## src/rtl/core_bus_arbiter.sv

```systemverilog
// Arbitrates NUM_CH requester channels onto one Wishbone classic master port.
// Each transaction completes with a one-cycle grant carrying read data and an error flag.
module core_bus_arbiter #(
    parameter int unsigned NUM_CH         = 2,
    parameter int unsigned ADDR_WIDTH     = 32,
    parameter int unsigned TIMEOUT_CYCLES = 255,
    parameter int unsigned ROUND_ROBIN    = 1
) (
    input  logic                         i_CLK,
    input  logic                         i_RST,
    input  logic [NUM_CH-1:0]            i_CH_REQ,
    input  logic [NUM_CH*ADDR_WIDTH-1:0] i_CH_ADDR,
    input  logic [NUM_CH*32-1:0]         i_CH_WDATA,
    input  logic [NUM_CH-1:0]            i_CH_WE,
    input  logic [NUM_CH*2-1:0]          i_CH_HB,
    output logic [NUM_CH-1:0]            o_CH_GNT,
    output logic [31:0]                  o_CH_RDATA,
    output logic                         o_CH_ERR,
    output logic [ADDR_WIDTH-1:0]        o_ADDR,
    output logic [31:0]                  o_DATA,
    output logic                         o_WE,
    output logic [3:0]                   o_SEL,
    output logic                         o_STB,
    output logic                         o_CYC,
    input  logic [31:0]                  i_DATA,
    input  logic                         i_ACK,
    input  logic                         i_ERR
);

    localparam int unsigned CH_W    = (NUM_CH > 1) ? $clog2(NUM_CH) : 1;
    localparam int unsigned TO_W    = (TIMEOUT_CYCLES > 1) ? $clog2(TIMEOUT_CYCLES) : 1;
    localparam int unsigned TO_LAST = (TIMEOUT_CYCLES == 0) ? 0 : TIMEOUT_CYCLES - 1;

    typedef enum logic [1:0] {
        IDLE = 2'd0,
        BUS  = 2'd1,
        DONE = 2'd2
    } state_t;

    state_t                  state_q;
    logic                    cyc_q;
    logic                    we_q;
    logic [3:0]              sel_q;
    logic [ADDR_WIDTH-1:0]   addr_q;
    logic [31:0]             data_q;
    logic [NUM_CH-1:0]       gnt_q;
    logic [31:0]             rdata_q;
    logic                    err_q;
    logic [TO_W-1:0]         to_cnt_q;
    logic [CH_W-1:0]         rr_ptr_q;
    logic [CH_W-1:0]         idx_q;
    logic [1:0]              addr_lo_q;
    logic [1:0]              hb_q;

    logic                    win_vld_d;
    logic [CH_W-1:0]         win_idx_d;
    logic [CH_W-1:0]         cand_d;
    logic [ADDR_WIDTH-1:0]   sel_addr_d;
    logic [31:0]             sel_wdata_d;
    logic                    sel_we_d;
    logic [1:0]              sel_hb_d;
    logic                    bad_d;
    logic [3:0]              be_d;
    logic [31:0]             lanes_d;
    logic [31:0]             rd_shift_d;
    logic [31:0]             rd_ext_d;
    logic                    timeout_d;

    // Winner search: rotating start after the last grant, or lowest index first.
    always_comb begin
        win_vld_d = 1'b0;
        win_idx_d = '0;
        cand_d    = '0;
        for (int unsigned i = 0; i < NUM_CH; i++) begin
            if (ROUND_ROBIN != 0) begin
                cand_d = CH_W'((32'(rr_ptr_q) + i + 1) % NUM_CH);
            end else begin
                cand_d = CH_W'(i);
            end
            if (!win_vld_d && i_CH_REQ[cand_d]) begin
                win_vld_d = 1'b1;
                win_idx_d = cand_d;
            end
        end
    end

    always_comb begin
        sel_addr_d  = '0;
        sel_wdata_d = '0;
        sel_we_d    = 1'b0;
        sel_hb_d    = '0;
        for (int unsigned k = 0; k < NUM_CH; k++) begin
            if (win_idx_d == CH_W'(k)) begin
                sel_addr_d  = i_CH_ADDR[k*ADDR_WIDTH +: ADDR_WIDTH];
                sel_wdata_d = i_CH_WDATA[k*32 +: 32];
                sel_we_d    = i_CH_WE[k];
                sel_hb_d    = i_CH_HB[k*2 +: 2];
            end
        end
    end

    // Byte-lane decode and alignment check for the selected request.
    always_comb begin
        bad_d   = 1'b0;
        be_d    = 4'b0000;
        lanes_d = sel_wdata_d;
        case (sel_hb_d)
            2'b00: begin
                be_d    = 4'b0001 << sel_addr_d[1:0];
                lanes_d = {4{sel_wdata_d[7:0]}};
            end
            2'b01: begin
                bad_d   = sel_addr_d[0];
                be_d    = sel_addr_d[1] ? 4'b1100 : 4'b0011;
                lanes_d = {2{sel_wdata_d[15:0]}};
            end
            2'b10: begin
                bad_d = (sel_addr_d[1:0] != 2'b00);
                be_d  = 4'b1111;
            end
            default: bad_d = 1'b1;
        endcase
    end

    always_comb begin
        rd_shift_d = i_DATA >> {addr_lo_q, 3'b000};
        case (hb_q)
            2'b00:   rd_ext_d = {24'h000000, rd_shift_d[7:0]};
            2'b01:   rd_ext_d = {16'h0000, rd_shift_d[15:0]};
            default: rd_ext_d = rd_shift_d;
        endcase
    end

    assign timeout_d = (TIMEOUT_CYCLES != 0) && (to_cnt_q == TO_W'(TO_LAST));

    always_ff @(posedge i_CLK) begin
        if (i_RST) begin
            state_q   <= IDLE;
            cyc_q     <= 1'b0;
            we_q      <= 1'b0;
            sel_q     <= '0;
            addr_q    <= '0;
            data_q    <= '0;
            gnt_q     <= '0;
            rdata_q   <= '0;
            err_q     <= 1'b0;
            to_cnt_q  <= '0;
            rr_ptr_q  <= CH_W'(NUM_CH - 1);
            idx_q     <= '0;
            addr_lo_q <= '0;
            hb_q      <= '0;
        end else begin
            unique case (state_q)
                IDLE: begin
                    if (win_vld_d) begin
                        idx_q     <= win_idx_d;
                        rr_ptr_q  <= win_idx_d;
                        addr_lo_q <= sel_addr_d[1:0];
                        hb_q      <= sel_hb_d;
                        addr_q    <= {sel_addr_d[ADDR_WIDTH-1:2], 2'b00};
                        data_q    <= lanes_d;
                        if (bad_d) begin
                            // Illegal size/alignment never reaches the bus.
                            state_q <= DONE;
                            gnt_q   <= NUM_CH'(1) << win_idx_d;
                            err_q   <= 1'b1;
                            rdata_q <= '0;
                        end else begin
                            state_q  <= BUS;
                            cyc_q    <= 1'b1;
                            we_q     <= sel_we_d;
                            sel_q    <= be_d;
                            to_cnt_q <= '0;
                        end
                    end
                end
                BUS: begin
                    if (i_ERR || i_ACK || timeout_d) begin
                        state_q <= DONE;
                        cyc_q   <= 1'b0;
                        we_q    <= 1'b0;
                        sel_q   <= '0;
                        gnt_q   <= NUM_CH'(1) << idx_q;
                        err_q   <= i_ERR || !i_ACK;
                        rdata_q <= (i_ACK && !i_ERR) ? rd_ext_d : 32'h0;
                    end else begin
                        to_cnt_q <= to_cnt_q + TO_W'(1);
                    end
                end
                DONE: begin
                    state_q <= IDLE;
                    gnt_q   <= '0;
                    err_q   <= 1'b0;
                    rdata_q <= '0;
                end
                default: state_q <= IDLE;
            endcase
        end
    end

    assign o_CYC      = cyc_q;
    assign o_STB      = cyc_q;
    assign o_WE       = we_q;
    assign o_SEL      = sel_q;
    assign o_ADDR     = addr_q;
    assign o_DATA     = data_q;
    assign o_CH_GNT   = gnt_q;
    assign o_CH_RDATA = rdata_q;
    assign o_CH_ERR   = err_q;

endmodule
```

## config.mk

```make
export PLATFORM = sky130hd
export DESIGN_NAME = core_bus_arbiter
export DESIGN_NICKNAME = d
export VERILOG_FILES = /design/src/rtl/core_bus_arbiter.sv
export SDC_FILE = /design/constraint.sdc
export NUM_CORES = 1
export LEC_CHECK = 0
export CAP_MARGIN = 20
export CORE_AREA = 2 2 107 109
export CTS_CLUSTER_SIZE = 24
export DETAILED_ROUTE_END_ITERATION = 16
export DIE_AREA = 0 0 109 111
export DONT_BUFFER_PORTS = 1
export PLACE_DENSITY = 0.75
export SYNTH_ARGS = -nofsm -noshare
export SYNTH_HDL_FRONTEND = slang
export SYNTH_SLANG_ARGS = --single-unit
```

## constraint.sdc

```tcl
create_clock -name i_CLK -period 4.4 [get_ports i_CLK]
set_clock_uncertainty 0.1 [all_clocks]
set_input_delay 0.88 -clock i_CLK [delete_from_list [all_inputs] [get_ports i_CLK]]
set_output_delay 0.88 -clock i_CLK [all_outputs]
set_load 0.005 [all_outputs]
```

# [Word level (Yosys, flattened, before mapping)]
# Cells that the tools add are included.
[word_totals] ff_bits=119 in_bits=172 wordCells=102 out_inout_bits=106
[classes] n_reduce_logical=19 muxes=49 add_sub_neg=3 n_shift=4 order_cmp=2 eq_ne=11
[op_table] operator="32-bit 2-to-1 mux" count=6
[op_table] operator="32-bit one-hot mux with 2 select lines" count=2
[op_table] operator="32-bit one-hot mux with 3 select lines" count=1
[op_table] operator="32-bit by 5-bit >> shifter with 32-bit output" count=1
[op_table] operator="8-bit 2-to-1 mux" count=3
[op_table] operator="1-bit 2-to-1 mux" count=17
[op_table] operator="4-bit 2-to-1 mux" count=4
[op_table] operator="8-bit one-hot mux with 2 select lines" count=1
[op_table] operator="2-bit 2-to-1 mux" count=7
[op_table] operator="4-bit one-hot mux with 3 select lines" count=1
[op_table] operator="4-bit AND reduction" count=3
[op_table] operator="2-bit != test, second input constant" count=5
[op_table] operator="8-bit by 1-bit adder with 8-bit output, second input constant" count=1
[op_table] operator="8-bit == test, second input constant" count=1
[op_table] operator="4-bit one-hot mux with 2 select lines" count=1
[op_table] operator="2-bit by 1-bit == test with 1-bit output, second input constant" count=3
[op_table] operator="2-bit logical NOT" count=3
[op_table] operator="1-bit one-hot mux with 3 select lines" count=2
[op_table] operator="2-bit one-hot mux with 3 select lines" count=1
[op_table] operator="2-bit == test, second input constant" count=2
[op_table] operator="1-bit by 2-bit less-than comparator with 1-bit output, second input constant" count=2
[op_table] operator="1-bit one-hot mux with 2 select lines" count=2
[op_table] operator="2-bit one-hot mux with 2 select lines" count=1
[op_table] operator="2-bit AND reduction" count=2
[op_table] operator="other kinds (8)" count=16

# [Depth between registers and ports, before layout]
# Gate-level depths: netlist of the first run.
[depth] ltp_word=13 ltp_mapped=8 mapped_depth_nobuf=7

# [Least setup slack after synthesis of the first run]
# OpenSTA, ideal clock, no wires.
[synth_timing] path_type="input to register" start="input port i_CH_REQ[1]" end="register data_q[15], in the netlist o_DATA[15]" arrival_ps=2322 n_path_buf=3 required_time_ps=4230 setup_slack_ps=1907 stages=8 cell_sequence="a21boi_1 buf_6 mux2_4 buf_6 nand2b_4 buf_6 mux2_4 o21ai_1"
[synth_via] elab_chain_cells=9
[synth_rtl] element="start, declared" line_no="11" text="input logic [NUM_CH-1:0] i_CH_REQ,"
[synth_rtl] element="1-bit 2-to-1 mux (not written as such) (2 in a row)" line_no="80" text="if (!win_vld_d && i_CH_REQ[cand_d]) begin"
[synth_rtl] element="1-bit 2-to-1 mux" line_no="80"
[synth_rtl] element="1-bit logical NOT" line_no="80"
[synth_rtl] element="1-bit logical AND" line_no="80"
[synth_rtl] element="1-bit 2-to-1 mux" line_no="80"
[synth_rtl] element="2-bit 2-to-1 mux" line_no="93" text="if (win_idx_d == CH_W'(k)) begin"
[synth_rtl] element="2-bit by 1-bit == test with 1-bit output / 2-bit logical NOT (equally long branches)" line_no="107" text="case (sel_hb_d)"
[synth_rtl] element="32-bit one-hot mux with 2 select lines" line_no="107"
[synth_rtl] element="end signal, assigned" line_no="161" text="data_q <= lanes_d;"
[synth_rtl] element="end, declared" line_no="45" text="logic [31:0] data_q;"
# Several ways; a longest one is shown, not always the timed one. The select of a mux whose other input is x is not followed.
# A chain may end at the register's enable or synchronous reset.

# [Final worst setup path of the first run]
[layout_timing] start="input port i_CH_REQ[1]" end="register data_q[12], in the netlist o_DATA[12]"
# The elaborated chain is that of the path after synthesis.

==> results of run 1 <==
[routing by layer]
layer / routed length (um) / GRT usage [%] / vias up
li1: - / - / 2391
met1: 6310 / 29.9 / 2336
met2: 8140 / 44.6 / 248
met4: 445 / 10.5 / 0
met5: 0 / 0 / -
met3: 1450 / 8.76 / 32
[critical path, delay by kind of cell]
| kind | cells | cell delay [ps] |
|---|---|---|
| multiplexers | 2 | 1160 |
| AO/OA/AOI/OAI | 2 | 730 |
| AND/OR/NAND/NOR | 1 | 240 |
[layout make-up]
type / count / area (sq um)
repair buffers: 5 / 57.6
well taps: 143 / 179
multi-input cells: 496 / 3170
flip-flops and latches: 119 / 2380
inverters: 4 / 15.0
clock buffers: 20 / 447
fillers: 969 / 4680
clock inverters: 12 / 151
[cell families (layout without fill, tap and decap cells)]
family / count (synthesis) / after routing / synth area share [%]
AOI/OAI and AO/OA: 185 / 185 / 22.3
adders and majority gates: 2 / 2 / 0.429
buffers and inverters: 63 / 41 / 5.13
DFF: 119 / 119 / 40.9
muxes: 68 / 68 / 12.9
other: 1 / 2 / 0.0644
and+or+nand+nor: 239 / 239 / 18.3
[Yosys cell counts, drive strengths merged, types with 2 or more instances]
cell     number
o21ai        34
nand2       115
o2bb2ai      16
nand3         5
a21boi        2
and3b         2
nand2b        2
a22o         16
nor2         67
a21bo         2
o221ai        2
nor3         14
dfxtp       119
ha            2
clkbuf       37
a311oi       34
a211oi       11
o21a          4
a211o         2
inv           4
nand4         9
and2          2
a21oi        44
nor2b         3
o211ai        9
nor3b         2
buf          22
mux2i        50
nand3b        8
or3           4
a31oi         5
mux2         18
[state kept, by name (all words and copies together) (netlist names), 2 cells and up]
name        count
addr_lo_q       2
hb_q            2
o_ADDR         30
o_CH_GNT        2
o_CH_RDATA     32
o_DATA         32
o_SEL           4
state_q         2
to_cnt_q        8
[stage by stage]
stage / cell area (sq um) / hold WS, ps / util (%)
3_3_place_gp: 5770 / 356 / 52.1
2_1_floorplan: 5830 / 340 / -
5_1_grt: 6400 / 389 / 57.8
6_report: 6400 / 368 / 57.8
4_1_cts: 6370 / 370 / 57.5
3_5_place_dp: 5770 / 360 / 52.1
[how the worst max path moves through the flow]
stage / endpoint
after floorplan: o_DATA[15]
after global placement: o_DATA[15]
after detailed placement: o_DATA[12]
after CTS: o_DATA[12]
after global routing: o_DATA[10]
final: o_DATA[12]
[power by group through the flow]
stage	sequential [mW]	clock, mW	combinational, mW
2_1_floorplan	1.26	0	0.430
3_3_place_gp	1.33	0	0.444
3_5_place_dp	1.33	0	0.462
4_1_cts	1.31	1.41	0.464
5_1_grt	1.31	1.47	0.539
6_report	1.30	1.40	0.484
==> results, run 1 <==
- The slowest cell on the critical path is mux2i_4.
- The number of antenna-violating nets in the routed design is 0.
- The initial core utilization is 52.6%.
- STA classifies the critical path startpoint as an input port.
- The per-cell routed wire length is 20.5 um.
- The share of power burned in combinational logic is 15.2%.
- Including well taps, the total number of placed cells is 766.
- The post-detailed-placement half-perimeter wirelength is roughly 12 mm.
- The cell internal power dissipation is 2.28 mW.
- The number of global-route vias before repair is 4665.
- After clock tree synthesis, the flow added hold-fix buffers numbering 0.
- The worst path uses between 60% and 70% of the clock period.
- The floorplan die area is 12100 sq um.
- In this run, synthesis inferred 0 flip-flops with an integrated enable.
- The final setup slack of the worst path is 1610 ps.
- The pin slew with the least headroom to its limit is 1050 ps.
- The number of nets in the final layout is 817.
- In this run the horizontal extent of the chip is 109 um.
- The number of antenna violations at the first check in global routing is 0.
- In this run the most critical hold path is launched from to_cnt_q[5].
- CTS saw 119 sinks.
- The number of diodes is 0.
- The final count of hold timing violations is 0.
- Max-cap violations in this run came to 0.
- The total via count in the routed design is 5007.
- The leading cell type in the layout, fill and taps excluded is dfxtp_1.
- The remaining design rule violation count is 0.
- The worst flop-to-flop path startpoint is rr_ptr_q.
- In this run, post-CTS repair resized a total of 0 instances.
- During I/O placement, the number of pins put on the boundary was 278.
- The critical path arrival is between 3000 and 4000 ps.
- Of all nets on the critical path, the largest fanout is 27.
- The distinct cell type count after synthesis is 54.
- The sequential share of power is approximately two fifths.
- Setup repair after global routing left no endpoint under its margin.
- The largest net degree at the start of global routing is 108.
- The final layout contains routed wiring with a total length of 16.3 mm.
- The switching power is 0.898 mW.
- For the worst-skew pair, the clock arrives at the later sink with an insertion delay of slightly above 400 ps.
- Counting along the longest clock path gives a buffer depth of 2.
- The clock period minus final worst setup slack is between 2000 and 3000 ps.
- The signed area change from the synthesized netlist to the final layout is 9.81%.
- The first global-routing pass estimated approximately 25 mm of wire.
- The critical path data required time is 4640 ps.
- The count of standard-cell rows is 39.
- Of the total power, the share spent switching nets is 28.2%.
- Counting flops with an async set or reset pin after synthesis yields a share of 0%.
- Counting instances, the worst hold path has a depth of 1.
- The clock tree root buffer cell is clkbuf_16.
- The relative contribution of the clock network to total power is 44.0%.
- The share of the synthesized area in the top cell type is between 40% and 50%.
- The total area inside the core boundary comes to ~11000 sq um.
- Traced cell by cell, the critical path runs through a21bo_2 -> mux2i_4 -> nand2b_4 -> mux2_4 -> o21ai_1.
- After synthesis, the mean cell area works out to 8.61 sq um.
- The number of synthesis warnings is 0.
- The flow ran to the end, and the final reports show no timing, DRC or antenna violations.
- The final RePlAce weighted congestion is between 0.8 and 0.9.
- The cell type contributing the most total cell area after synthesis is dfxtp_1.
- The first detailed-routing pass ran for 4 iterations.
- By startpoint and endpoint, the worst setup path is classified as input port to register.
- The number of slew-limit violations in the final report is 0.
- Counting the buffers created by CTS gives 17.
- The first element of the critical path is i_CH_REQ[1].
- The worst min-delay path endpoint is to_cnt_q[5].
- The relative max-transition margin is between 30% and 40%.
- The leakage power is 2.44 nW.
- The power per unit of standard cell area is 497 nW/um^2.
- In this run the critical register-to-register path is captured at o_DATA[12].
- The H-tree was split into 4 levels.
- Static timing analysis puts the maximum clock frequency at 0.359 GHz.
- The largest voltage drop on the vdd net is 237 uV.
- The total of buffers placed on input and output ports is 0.
- Buffers added to address setup during post-CTS repair amount to 0.
- Overall power consumption after layout is estimated at 3.18 mW.
- The combined area of all synthesized cells is 5830 sq um.
- The aggregate global-route resource usage is between 20% and 30%.
- For flop-to-flop paths, the worst setup slack is 1680 ps.
- The type of the most critical hold path is register to register.
- Dividing the detail-routed via count by the number of cells gives 6.27.
- The worst-case setup slack after placement is between 1000 and 1500 ps.
- The die span in y is approximately 110 um.
- After synthesis, flip-flops and latches occupy around two fifths of the total area.
- Synthesis inferred 119 register bits.
- TritonCTS built the clock tree.
- Cells with a size suffix above 1 make up approximately a tenth of the layout.
- Excluding fillers, the count of instances in the completed layout stands at 799.
- The top cell types in the final layout, fill and taps aside, are dfxtp_1, nand2_1, nor2_1, mux2i_1, a21oi_1.
- The DRC violation total after the first TritonRoute iteration is roughly 380.
- The leading register cell type out of synthesis is dfxtp_1.
- After synthesis, the cell types taking the most area are dfxtp_1, mux2i_1, nand2_1.
- The final-report setup violation count is 0.
- STA classifies the critical path endpoint as a register.
- The number of cells on the worst reg-to-reg path is 5.
- The cell count after synthesis came out at 677.
- The clock transition at the registers of the reported paths is 50 ps.
- For this run, the slowest stage of the critical path takes 810 ps.
- Global routing finished with a remaining overflow of 0.
- For the final routed database, the setup TNS stands at 0 ps.
No activity file was read; power rests on OpenSTA's default activity.
==> run 2, diff against run 1 <==
- PLACE_DENSITY: 0.75 -> 0.77
- clock period: 4.4 -> 2.3 ns (I/O delays scaled with it)
==> run 2 against run 1 <==
Against the previous run:
- largest power group unchanged
- register-to-register slack worse by 1500 ps
- hold slack worse by 350 ps
- power is 95% higher
- routed wire length grew 4.3%
- critical endpoint is now o_CH_RDATA[21]
==> results, run 2 (synthesized netlist as in run 1, its figures left out) <==
- The core area came to 11100 sq um (unchanged).
- The critical path data required time is 2530 ps (-2110 ps).
- Walking the worst path, the cells encountered are inv_1 -> ha_1 -> and3_1 -> a211o_1 -> nor2b_1 -> o32ai_4 -> buf_12 -> o2bb2ai_1.
- In this run the worst setup path begins at to_cnt_q[0].
- The final RePlAce weighted congestion is 0.876 (+5.8%).
- The pin slew with the least headroom to its limit is 612 ps (-437 ps).
- The cell internal power dissipation came to 4.41 mW (+93%).
- The relative contribution of the clock network to total power was 44.3% (+0.3 points).
- The total via count in the routed design came to 5041 (+0.68%).
- The worst-case setup slack after placement is 224 ps (-960 ps).
- The number of buffers added by the clock tree synthesis step is 17 (unchanged).
- The relative max-transition margin is 59.1% (+29 points).
- In this design, the largest share of critical-path delay is due to compound AO/OA/AOI/OAI gates.
- The initial core utilization came to 52.6% (unchanged).
- The worst setup path is launched from a register.
- The worst hold path begins at i_RST.
- The number of nets in the final layout is 834 (+2.1%).
- The die span in y came to 111 um (unchanged).
- The horizontal die dimension is 109 um (unchanged).
- The number of antenna-violating nets in the routed design is 0 (unchanged).
- The largest voltage drop on the vdd net is 417 uV (+76%).
- The fill cell instance count of the final layout is 956 (-1.3%).
- The total of buffers placed on input and output ports is 0 (unchanged).
- The wire length of the first global-routing pass came to 25.7 mm (+4.9%).
- The critical path arrival was 2330 ps (-700 ps).
- Setup repair after global routing left no endpoint under its margin.
- The buffering stage count on the worst path with inverters included is 2 (+2).
- The worst flop-to-flop path startpoint is to_cnt_q[0].
- The clock network latency to the later pin of the worst-skew pair is 410 ps (about the same).
- The clock period minus final worst setup slack is 2090 ps.
- The setup TNS is 0 ps (unchanged).
- The number of vias per cell is 6.18 (-1.4%).
- The number of slew-limit violations in the final report is 0 (unchanged).
- The kind of critical path is register to register.
- The highest fanout seen on the critical path is 27 (unchanged).
- The number of diodes was 0 (unchanged).
- The clock transition at the registers of the reported paths is 60 ps (about the same).
- The aggregate routed wire length came to 17.0 mm (+4.3%).
- Timing would allow up to 0.478 GHz.
- The fraction of final layout cells sized beyond drive strength 1 came to 11.9% (+2.3 points).
- The number of iterations in the first detailed-routing pass is 5 (+1).
- The TritonCTS clock tree is done.
- The total chip power is 6.22 mW (+95%).
- The slowest cell on the critical path is dfxtp_1.
- The share of power burned in combinational logic is 16.1% (+0.9 points).
- The final setup slack of the worst path came to 207 ps (-1410 ps).
- The leakage power was 2.55 nW (+4.1%).
- The post-detailed-placement half-perimeter wirelength came to 12.6 mm (+7.4%).
- The total overflow reported by the global router is 0 (unchanged).
- In the finished design, the share of the clock period the worst path needs comes to 91.0%.
- The number of global-route vias before repair is 4901 (+5.1%).
- The per-cell routed wire length is 20.9 um (+2.1%).
- The final-report setup violation count is 0 (unchanged).
- The switching power as a share of total power is 29.1% (+0.89 points).
- The maximum level of the CTS H-tree is 4 (unchanged).
- The run finished with clean final reports.
- The aggregate global-route resource usage is 27.8% (+1.5 points).
- The signed area change from the synthesized netlist to the final layout is 12.9%.
- The sequential share of power is 39.6% (-1.1 points).
- The hold slack is 22.6 ps (-346 ps).
- The leading cell type in the layout, fill and taps excluded is dfxtp_1.
- The worst setup path is captured at a register.
- The total I/O pin count came to 278 (unchanged).
- The number of clock sinks came to 119 (unchanged).
- The maximum clock insertion buffer count was 2 (unchanged).
- The max-capacitance violation count is 0 (unchanged).
- The largest net degree at the start of global routing is 96 (-11%).
- The switching power is 1.81 mW (+100%).
- The DRC violation total after the first TritonRoute iteration came to 373 (-1.6%).
- The final count of hold timing violations came to 0 (unchanged).
- The power per unit of standard cell area was 945 nW/um^2 (+90%).
- The remaining design rule violation count is 0 (unchanged).
- The floorplan die area is 12100 sq um (unchanged).
- The type of the most critical hold path is input port to register.
- The root buffer cell chosen for the clock tree is clkbuf_16.
- The count of standard-cell rows is 39 (unchanged).
- The library cells used most frequently in the layout, excluding fill and tap cells, are dfxtp_1, nand2_1, nor2_1, mux2i_1, a21oi_1.
- The number of antenna violations at the first check in global routing is 0 (unchanged).
- The stage delay of the slowest cell on the critical path is 360 ps (-450 ps).
==> run 2: changes by cell type in the layout (fill, tap and decap cells not counted), sizes merged <==
cell / change
buf: +15
clkbuf: -3
clkinv: -1
dlygate4sd3: +2
inv: +4
==> run 2: final cells by class <==
| class | count | area (sq um) | area share [%] |
|---|---|---|---|
| Multi-Input combinational cell | 496 | 3170 | 48.1 |
| Tap cell | 143 | 179 | 2.72 |
| Timing Repair Buffer | 22 | 220 | 3.35 |
| Clock buffer | 17 | 425 | 6.47 |
| Clock inverter | 15 | 191 | 2.91 |
| Inverter | 4 | 15.0 | 0.228 |
| Sequential cell | 119 | 2380 | 36.2 |
==> run 2: power groups by stage <==
stage               registers, mW  clock network, mW  logic [mW]
CTS                          2.46               2.80       0.998
global placement             2.49                  0       0.955
finish                       2.46               2.76        1.00
detailed placement           2.50                  0       0.989
floorplan                    2.42                  0       0.822
global route                 2.47               2.88        1.11
==> run 2: worst paths after layout <==
path / depth (start not counted) / slack (ps) / to
worst max register to register: 8 / 210 / o_CH_RDATA[21]
worst max-delay path: 8 / 210 / o_CH_RDATA[21]
worst min-delay path: 1 / 20 / o_CH_RDATA[4]
worst min register to register: 2 / 380 / o_DATA[23]
==> run 2: metrics by stage <==
step           cells  util, %  instance area (sq um)
4_1_cts          816     59.4                   6580
5_1_grt          816     59.4                   6580
3_5_place_dp     782     53.7                   5940
3_3_place_gp     782     53.7                   5940
6_report         816     59.4                   6580
2_1_floorplan    678        -                   5830
==> run 2: worst register-to-register path: stages (launching register included) <==
cell	delay [ps]
dfxtp_1	360
inv_1	70
ha_1	190
and3_1	210
a211o_1	310
nor2b_1	160
o32ai_4	260
buf_12	210
o2bb2ai_1	150
==> run 2: routing by layer <==
layer	vias to the layer above	part of all wire [%]	wire, um	GRT usage, %
li1	2427	-	-	-
met1	2328	36	6160	29.8
met2	246	50	8600	47.7
met3	40	9.7	1660	9.82
met4	0	3.6	617	13.4
met5	-	0	0	0
==> run 2: timing repair <==
action	in CTS	in global routing
hold buffers	2	0
hold endpoints to repair	1	0
gates resized for setup	0	0
setup endpoints to repair	0	0
buffers inserted	0	0
